$ cat src/rtl/softplus_pkg.sv
// Shared constants and stage bundle for the SoftPlus piecewise-linear evaluator.
package softplus_pkg;

    localparam int DATA_W      = 16;
    localparam int GRAD_FRAC   = 7;
    localparam int PIPE_STAGES = 3;

    // Q8.8 saturation limits
    localparam logic [DATA_W-1:0] SAT_MAX = 16'h7FFF;
    localparam logic [DATA_W-1:0] SAT_MIN = 16'h8000;

    typedef struct packed {
        logic              valid;
        logic              last;
        logic [DATA_W-1:0] data;
    } stage_t;

endpackage

$ cat src/rtl/grad_softplus.sv
// Segment lookup for the piecewise-linear SoftPlus: maps a Q8.8 operand to an
// unsigned gradient code (Q1.7 scale) and an unsigned Q8.8 offset.
//   x <  -4.0        : grad   0, offset   0
//   -4.0 <= x < -1.0 : grad   3, offset  55
//   -1.0 <= x <  1.0 : grad  64, offset  77
//    1.0 <= x <  4.0 : grad  90, offset  55
//    4.0 <= x        : grad 110, offset   3
module grad_softplus
    import softplus_pkg::*;
(
    input  logic [DATA_W-1:0] x,
    output logic [15:0]       grad,
    output logic [15:0]       offset
);

    localparam logic signed [DATA_W-1:0] BP_NEG4 = -16'sd1024;
    localparam logic signed [DATA_W-1:0] BP_NEG1 = -16'sd256;
    localparam logic signed [DATA_W-1:0] BP_POS1 = 16'sd256;
    localparam logic signed [DATA_W-1:0] BP_POS4 = 16'sd1024;

    logic signed [DATA_W-1:0] xs;
    assign xs = signed'(x);

    // Breakpoint compare against the signed operand selects the segment.
    always_comb begin
        grad   = 16'd0;
        offset = 16'd0;
        if (xs < BP_NEG4) begin
            grad   = 16'd0;
            offset = 16'd0;
        end else if (xs < BP_NEG1) begin
            grad   = 16'd3;
            offset = 16'd55;
        end else if (xs < BP_POS1) begin
            grad   = 16'd64;
            offset = 16'd77;
        end else if (xs < BP_POS4) begin
            grad   = 16'd90;
            offset = 16'd55;
        end else begin
            grad   = 16'd110;
            offset = 16'd3;
        end
    end

endmodule

$ cat src/rtl/softplus_pwl_eval.sv
// Three-stage valid/ready evaluator: y = ((grad * x) >>> GRAD_FRAC) + offset,
// saturated to Q8.8. All stages advance together on a single enable, so a
// stalled output freezes the whole pipe and bubbles are kept in place.
// Optional performance counters are compiled in with SOFTPLUS_PERF_EN.
module softplus_pwl_eval
    import softplus_pkg::*;
(
    input  logic              clk,
    input  logic              rst,
    input  logic              in_valid,
    output logic              in_ready,
    input  logic [DATA_W-1:0] in_data,
    input  logic              in_last,
    output logic              out_valid,
    input  logic              out_ready,
    output logic [DATA_W-1:0] out_data,
    output logic              out_last,
    output logic              busy
`ifdef SOFTPLUS_PERF_EN
    ,
    output logic [15:0]       elem_cnt,
    output logic [15:0]       vec_cnt,
    output logic [31:0]       stall_cnt
`endif
);

    localparam logic signed [32:0] SUM_MAX = 33'(signed'(SAT_MAX));
    localparam logic signed [32:0] SUM_MIN = 33'(signed'(SAT_MIN));

    stage_t             s1_q;
    stage_t             s3_q;
    logic               s2_valid_q;
    logic               s2_last_q;
    logic signed [31:0] s2_prod_q;
    logic [15:0]        s2_off_q;

    logic               en;
    logic [15:0]        grad_c;
    logic [15:0]        off_c;
    logic signed [31:0] grad_ext;
    logic signed [31:0] x_ext;
    logic signed [31:0] prod_c;
    logic signed [31:0] shr_c;
    logic signed [32:0] sum_c;
    logic [DATA_W-1:0]  sat_c;

    assign en        = !s3_q.valid || out_ready;
    assign in_ready  = en;
    assign out_valid = s3_q.valid;
    assign out_data  = s3_q.data;
    assign out_last  = s3_q.last;
    assign busy      = s1_q.valid | s2_valid_q | s3_q.valid;

    grad_softplus u_grad (
        .x      (s1_q.data),
        .grad   (grad_c),
        .offset (off_c)
    );

    // Gradient is an unsigned code, so it is zero-extended before the signed multiply.
    assign grad_ext = signed'({16'b0, grad_c});
    assign x_ext    = signed'({{(32-DATA_W){s1_q.data[DATA_W-1]}}, s1_q.data});
    assign prod_c   = grad_ext * x_ext;

    // Shift floors toward minus infinity; sum kept at 33 bits so the clamp sees true overflow.
    always_comb begin
        shr_c = s2_prod_q >>> GRAD_FRAC;
        sum_c = {shr_c[31], shr_c} + {17'b0, s2_off_q};
        sat_c = sum_c[DATA_W-1:0];
        if (sum_c > SUM_MAX) begin
            sat_c = SAT_MAX;
        end else if (sum_c < SUM_MIN) begin
            sat_c = SAT_MIN;
        end
    end

    // Pipeline registers: every stage shifts on en and holds otherwise.
    always_ff @(posedge clk) begin
        if (rst) begin
            s1_q       <= '0;
            s2_valid_q <= 1'b0;
            s2_last_q  <= 1'b0;
            s2_prod_q  <= '0;
            s2_off_q   <= '0;
            s3_q       <= '0;
        end else if (en) begin
            s1_q       <= '{valid: in_valid, last: in_last, data: in_data};
            s2_valid_q <= s1_q.valid;
            s2_last_q  <= s1_q.last;
            s2_prod_q  <= prod_c;
            s2_off_q   <= off_c;
            s3_q       <= '{valid: s2_valid_q, last: s2_last_q, data: sat_c};
        end
    end

`ifdef SOFTPLUS_PERF_EN
    logic out_xfer;
    assign out_xfer = s3_q.valid && out_ready;

    // Element/vector counts follow output transfers; stall count saturates.
    always_ff @(posedge clk) begin
        if (rst) begin
            elem_cnt  <= '0;
            vec_cnt   <= '0;
            stall_cnt <= '0;
        end else begin
            if (out_xfer) begin
                if (s3_q.last) begin
                    elem_cnt <= '0;
                    vec_cnt  <= vec_cnt + 16'd1;
                end else begin
                    elem_cnt <= elem_cnt + 16'd1;
                end
            end
            if (s3_q.valid && !out_ready && (stall_cnt != 32'hFFFF_FFFF)) begin
                stall_cnt <= stall_cnt + 32'd1;
            end
        end
    end
`endif

endmodule

$ cat config.mk
export PLATFORM = sky130hd
export DESIGN_NAME = softplus_pwl_eval
export DESIGN_NICKNAME = d
export VERILOG_FILES = /design/src/rtl/softplus_pkg.sv /design/src/rtl/grad_softplus.sv /design/src/rtl/softplus_pwl_eval.sv
export SDC_FILE = /design/constraint.sdc
export NUM_CORES = 1
export LEC_CHECK = 0
export ABC_AREA = 1
export CORE_ASPECT_RATIO = 1.4
export CORE_MARGIN = 4
export CORE_UTILIZATION = 59
export CTS_CLUSTER_SIZE = 28
export DETAILED_ROUTE_END_ITERATION = 10
export PLACE_DENSITY_LB_ADDON = 0.12
export RECOVER_POWER = 100
export SYNTH_ARGS = -nofsm -noshare
export SYNTH_HDL_FRONTEND = slang
export SYNTH_HIERARCHICAL = 1
export SYNTH_SLANG_ARGS = --single-unit
$ cat constraint.sdc
create_clock -name clk -period 6 [get_ports clk]
set_input_delay 1.2 -clock clk [delete_from_list [all_inputs] [get_ports clk]]
set_output_delay 1.2 -clock clk [all_outputs]
set_load 0.1 [all_outputs]
==> impl_metrics.tcl <==
set metrics [dict create \
    hold_viol 0 \
    drt_iter0_drc 816 \
    fill_cells 1906 \
    power_density_nw_per_um2 544 \
    area_growth_syn_to_layout_pct 18.9 \
    ant_nets 0 \
    drc_errors 0 \
    slew_violations 0 \
    ios 41 \
    num_rows 66 \
    grt_start_max_net_pins 90 \
    firstDrtPassIters 5 \
    setup.worst_path.end "s2_prod_q[24]" \
    skew_ps 13.0 \
    dp_hpwl_um 30700 \
    postCtsHoldBufs 0 \
    power_leakage_nw 9.34 \
    reg2reg_depth 28 \
    clk_latency_ps 350 \
    cts_root_buf "clkbuf_16" \
    worst_slew_pin_slew_ps 1060 \
    hp-class "flip-flop to flip-flop" \
    period_share_pct 99.6 \
    core_area_um2 23100 \
    worstSetupEndpointType "flip-flop" \
    via_count 12700 \
    holdWs_ps 474 \
    cap_violations 0 \
    cts_max_level 3 \
    grt_overflow 0 \
    worstSetupStartpoint "s1_q[11]" \
    cts_tree "yes" \
    setup_ws_ps 23.1 \
    antenna_found_initial 0 \
    synth_cell_types 44 \
    place_area_um2 14900 \
    grt_use_total_pct 30.6 \
    cp_slowest_cell "fa_1" \
    r2r_end "s2_prod_q[24]" \
    tns_ps 0 \
    irDropWorstVdd_mv 0.490 \
    antenna_cells 0 \
    status "completed" \
    place_ws_ps -256 \
    clk_pin_slew_ps 70 \
    cpPeakStageDelay_ps 520 \
    die_height_um 189 \
    drive_gt1_share_pct 16.8 \
    io_buffers 40 \
    synth_flop_cell "dfxtp_1" \
    vias_per_cell 5.32 \
    start_kind "flip-flop" \
    ys_ff_latch 79 \
    yosysTopAreaCellShare_pct 28.1 \
    max-slew-margin-rel_pct 29.1 \
    die_x_um 137 \
    crit_fanout 7 \
    start_util_pct 59.8 \
    report.final.setup_viol 0 \
    critical_path_class "flip-flop to flip-flop" \
    route.detailed.wl_per_inst_um 16.8 \
    cts_buffers 9 \
    syn_inst 1986 \
    cts_buffer_depth 2 \
    layout.nets 2428 \
    dieArea_um2 26000 \
    gp_congestion 0.968 \
    cts_sinks 79 \
    yosys-top-cells-count "499 x nand2_1, 494 x inv_1, 194 x fa_1, 162 x nor2_1, 130 x ha_1" \
    grt_pass1_wl_um 62700 \
    seq_area_frac_synth_pct 11.4 \
    ys_async_sr_fraction_pct 0 \
    finalPower_mw 8.93 \
    period_minus_slack_ps 5980 \
    r2r-start "s1_q[11]" \
    synthTopCellsByArea "fa_1 28%, nand2_1 14%, inv_1 13%, ha_1 12%, dfxtp_1 11%" \
    rrSetupSlack_ps 20 \
    yosysMostFrequentCell "nand2_1" \
    wirelength_um 40200 \
    synth_warnings 6 \
    avgSynthCellArea_um2 6.96 \
    yosys.area.top_type "fa_1" \
    fin_area_um2 16400 \
    crit_arrival_ps 6260 \
    worstPathRequired_ps 6280 \
    rsz0062_at_grt "yes" \
    grt_pass1_vias 12900 \
    synth_edf_count 0 \
    syn_area_um2 13800 \
    fmax_mhz 167 \
]
report_power, final:
part / total [mW] / internal, mW / switching [mW] / leakage [nW]
logic: 7.64 / 3.27 / 4.36 / 8.54
registers: 0.735 / 0.642 / 0.0936 / 0.661
clock network: 0.555 / 0.290 / 0.264 / 0.141
total: 8.93 / 4.21 / 4.72 / 9.34
what timing repair did:
| item | 4_1_cts | 5_1_grt |
|---|---|---|
| gates resized for setup | 64 | 190 |
| cloned | 0 | 0 |
| pin swaps | 33 | 108 |
| setup endpoints to repair | 21 | 22 |
| setup buffers | 17 | 15 |
worst max-delay path, delay by kind of cell, from the launching register on:
kind / cells / cell delay, ps
AND/OR/NAND/NOR: 8 / 890
AO/OA/AOI/OAI: 2 / 350
flip-flops: 1 / 360
adder cells (fa/ha/maj): 7 / 3080
buffers and inverters: 11 / 1220
cell type report:
type,instances,area (um2),share of cell area [%]
multi-input cells,1324,10800,65.9
clock buffers,9,225,1.37
repair buffers,171,1470,8.92
well taps,306,383,2.33
inverters,498,1870,11.4
flip-flops and latches,79,1600,9.73
clock inverters,7,61.3,0.373
routing by layer:
layer	vias up	wire length, um	global-route usage, %
met5	-	0	0
met4	0	2200	13.2
met3	138	1740	3.14
met2	402	21500	56.8
met1	6158	14700	34.9
li1	6030	-	-
registers in the layout, summed over array words and instances, names as in the netlist:
signal      flops
s1_q           18
out_last        1
s2_prod_q      25
out_valid       1
s2_off_q       16
s2_valid_q      1
s2_last_q       1
out_data       16
placed cells by master, fill, tap and decap left out, types with 7 or more instances in the layout:
cell / Yosys / final
a21oi_1: 59 / 48
a31oi_4: 0 / 7
buf_4: 22 / 112
buf_6: 2 / 19
clkbuf_16: 0 / 9
clkdlybuf4s50_1: 0 / 39
conb_1: 1 / 18
dfxtp_1: 79 / 72
fa_1: 194 / 183
fa_2: 0 / 11
ha_1: 130 / 111
ha_4: 0 / 16
inv_1: 494 / 456
inv_2: 3 / 40
nand2_1: 499 / 465
nand2_2: 4 / 25
nand2_4: 0 / 11
nand3_1: 57 / 50
nand3_2: 2 / 9
nand4_1: 12 / 12
nor2_1: 162 / 143
nor2_2: 7 / 14
nor2_4: 2 / 14
nor3_1: 11 / 8
o211ai_1: 8 / 8
o21ai_0: 87 / 74
o21ai_1: 1 / 7
o21ai_2: 1 / 7
o21bai_1: 10 / 7
xnor2_1: 9 / 9
xor2_1: 15 / 15
kinds of logic (layout without fill, tap and decap cells):
family          Yosys count  after routing  synth area share [%]
simple gates            767            767                  22.3
other cells               1             18                0.0271
fa+ha+maj               324            324                  39.9
compound gates          191            191                  7.84
xor+xnor                 24             24                  1.52
buf+inv                 600            685                  17.0
flops                    79             79                  11.4
how the worst min path moves through the flow:
stage | startpoint | to | slack (ps) | cells past startpoint
final | out_data[15] | out_data[15] | 470 | 2
after global routing | out_data[15] | out_data[15] | 500 | 2
after CTS | out_data[15] | out_data[15] | 480 | 2
after detailed placement | out_data[15] | out_data[15] | 470 | 2
after global placement | out_data[15] | out_data[15] | 450 | 2
after floorplan | s1_q[16] | s1_q[16] | 450 | 2
stage by stage:
step / util [%] / instances
4_1_cts: 67.5 / 2379
5_1_grt: 71.0 / 2394
3_5_place_dp: 64.6 / 2346
6_report: 71.0 / 2394
2_1_floorplan: - / 2003
3_3_place_gp: 64.6 / 2346
(Power assumes the default switching activity.)
==> RTL edit: new RTL, config.mk and constraints unchanged <==
The package constant `DATA_W` goes from 16 to 32.
--- a/src/rtl/softplus_pkg.sv
+++ b/src/rtl/softplus_pkg.sv
@@ -1,7 +1,7 @@
 // Shared constants and stage bundle for the SoftPlus piecewise-linear evaluator.
 package softplus_pkg;
 
-    localparam int DATA_W      = 16;
+    localparam int DATA_W      = 32;
     localparam int GRAD_FRAC   = 7;
     localparam int PIPE_STAGES = 3;
 
Interface: changed (resized in_data and out_data); port bits go from 41 to 73. The function was not compared with the original's and may differ.
==> RTL edit against the unedited design <==
The flow now finishes with violations (negative setup slack). Die area up 32%. Setup slack worse by 0.27 ns. Final cell count up 36%. Sequential cell count up 26. Synthesized cell count up 34%. Global-route usage up 2.0 points. Cell area up 36%. Power up 56%. Area after synthesis up 34%. Non-clock buffer count up 147. Wire length up 36%. Critical path type unchanged. Critical endpoint is now s2_off_q[2]. Largest cell class unchanged.
==> RTL edit: results (changes against the unedited design) <==
INFO  metric maxSlewHeadroom = 3.40% (-26 points)
INFO  metric clk-insertion-delay-late = 0.39 ns (+0.04 ns)
INFO  metric area.growth.synth_to_final = 20.7%
INFO  metric detailedRoute.firstIterationViolations = 922 (+13%)
INFO  metric reg2reg_to = s2_off_q[2]
INFO  metric setup_ws = -0.249 ns (-0.272 ns)
INFO  metric place.detailed.instances = 3,171 (+35%)
INFO  metric routedLengthMet1 = 20.2 mm (+37%)
INFO  metric setup_viol = 14 (+14)
INFO  metric wl_per_cell = 16.8 microns (+0.27%)
INFO  metric largest_register_ffs = 32 (+28%)
INFO  metric failed_checks = negative setup slack
INFO  metric cp-startpoint = x_ext[12]
INFO  metric layout.filler_cells = 2,499 (+31%)
INFO  metric yosys-top-cells-area = sky130_fd_sc_hd__fa_1, sky130_fd_sc_hd__inv_1, sky130_fd_sc_hd__nand2_1
INFO  metric firstDrtPassIters = 7 (+2)
INFO  metric post_drt_via_cell_ratio = 5.25 (-1.3%)
INFO  metric placement.io_buffers = 72 (+80%)
INFO  metric hold-worst-slack = 0.469 ns (-0.00496 ns)
INFO  metric run_status = finished with violations
INFO  metric grtUsageMet2 = 57.3% (+0.47 points)
INFO  metric cp_top_family = buffers and inverters
INFO  metric post_synthesis_area_per_instance = 6.96 sq um (about the same)
INFO  metric route.met2.wl = 28.1 mm (+30%)
INFO  metric worstPathMaxFanout = 3 (-4)
## RTL edit: changes by cell type after synthesis, sizes merged, moves of 11 or more
cell	delta
clkbuf	+28
inv	+219
nor2	+47
nand2	+210
fa	+109
dfxtp	+26
buf	+16
ha	-33
nand4	+11
a21oi	+11
## RTL edit: cell type report
type,count,share of cell area [%]
clock buffer,9,1.01
clock inverter,7,0.398
inverter,716,12.0
multi-input combinational,1708,62.7
sequential,105,9.52
tap,390,2.19
timing repair buffer,318,12.1
## RTL edit: logic make-up after synthesis
group	Yosys count	share of synthesized area, %
compound gates	224	7.11
xor+xnor	36	1.70
fa+ha+maj	400	39.4
buf+inv	862	18.2
flops	105	11.4
other cells	1	0.0203
simple gates	1030	22.3
## RTL edit: metrics by stage
| stage | TNS, ns | total power [mW] | setup slack (ns) |
|---|---|---|---|
| finish | -1.20 | 13.9 | -0.249 |
| global route | -5.47 | 15.1 | -0.379 |
| CTS | -0.562 | 12.0 | -0.0866 |
| detailed placement | -5.34 | 10.2 | -0.517 |
| global placement | -3.72 | 10.1 | -0.427 |
| floorplan | 0 | 6.53 | 0.0000102 |
## RTL edit: worst min-delay path: stages, from the launching register on
cell	delay, ns
sky130_fd_sc_hd__dfxtp_1	0.31
sky130_fd_sc_hd__nand2_1	0.06
sky130_fd_sc_hd__a21oi_1	0.06
## RTL edit: power groups by stage
stage / Clock [mW] / Sequential [mW] / Combinational, mW
final: 0.650 / 0.991 / 12.3
after global routing: 0.682 / 1.01 / 13.4
after CTS: 0.657 / 0.988 / 10.3
after detailed placement: 0 / 1.00 / 9.20
after global placement: 0 / 1.00 / 9.07
after floorplan: 0 / 1.27 / 5.27
## RTL edit: timing repair
action,in CTS,in global routing
resized for setup,98,187
endpoints found under the setup margin,20,24
pin swaps,30,62
buffers inserted,58,11
cloned,0,0
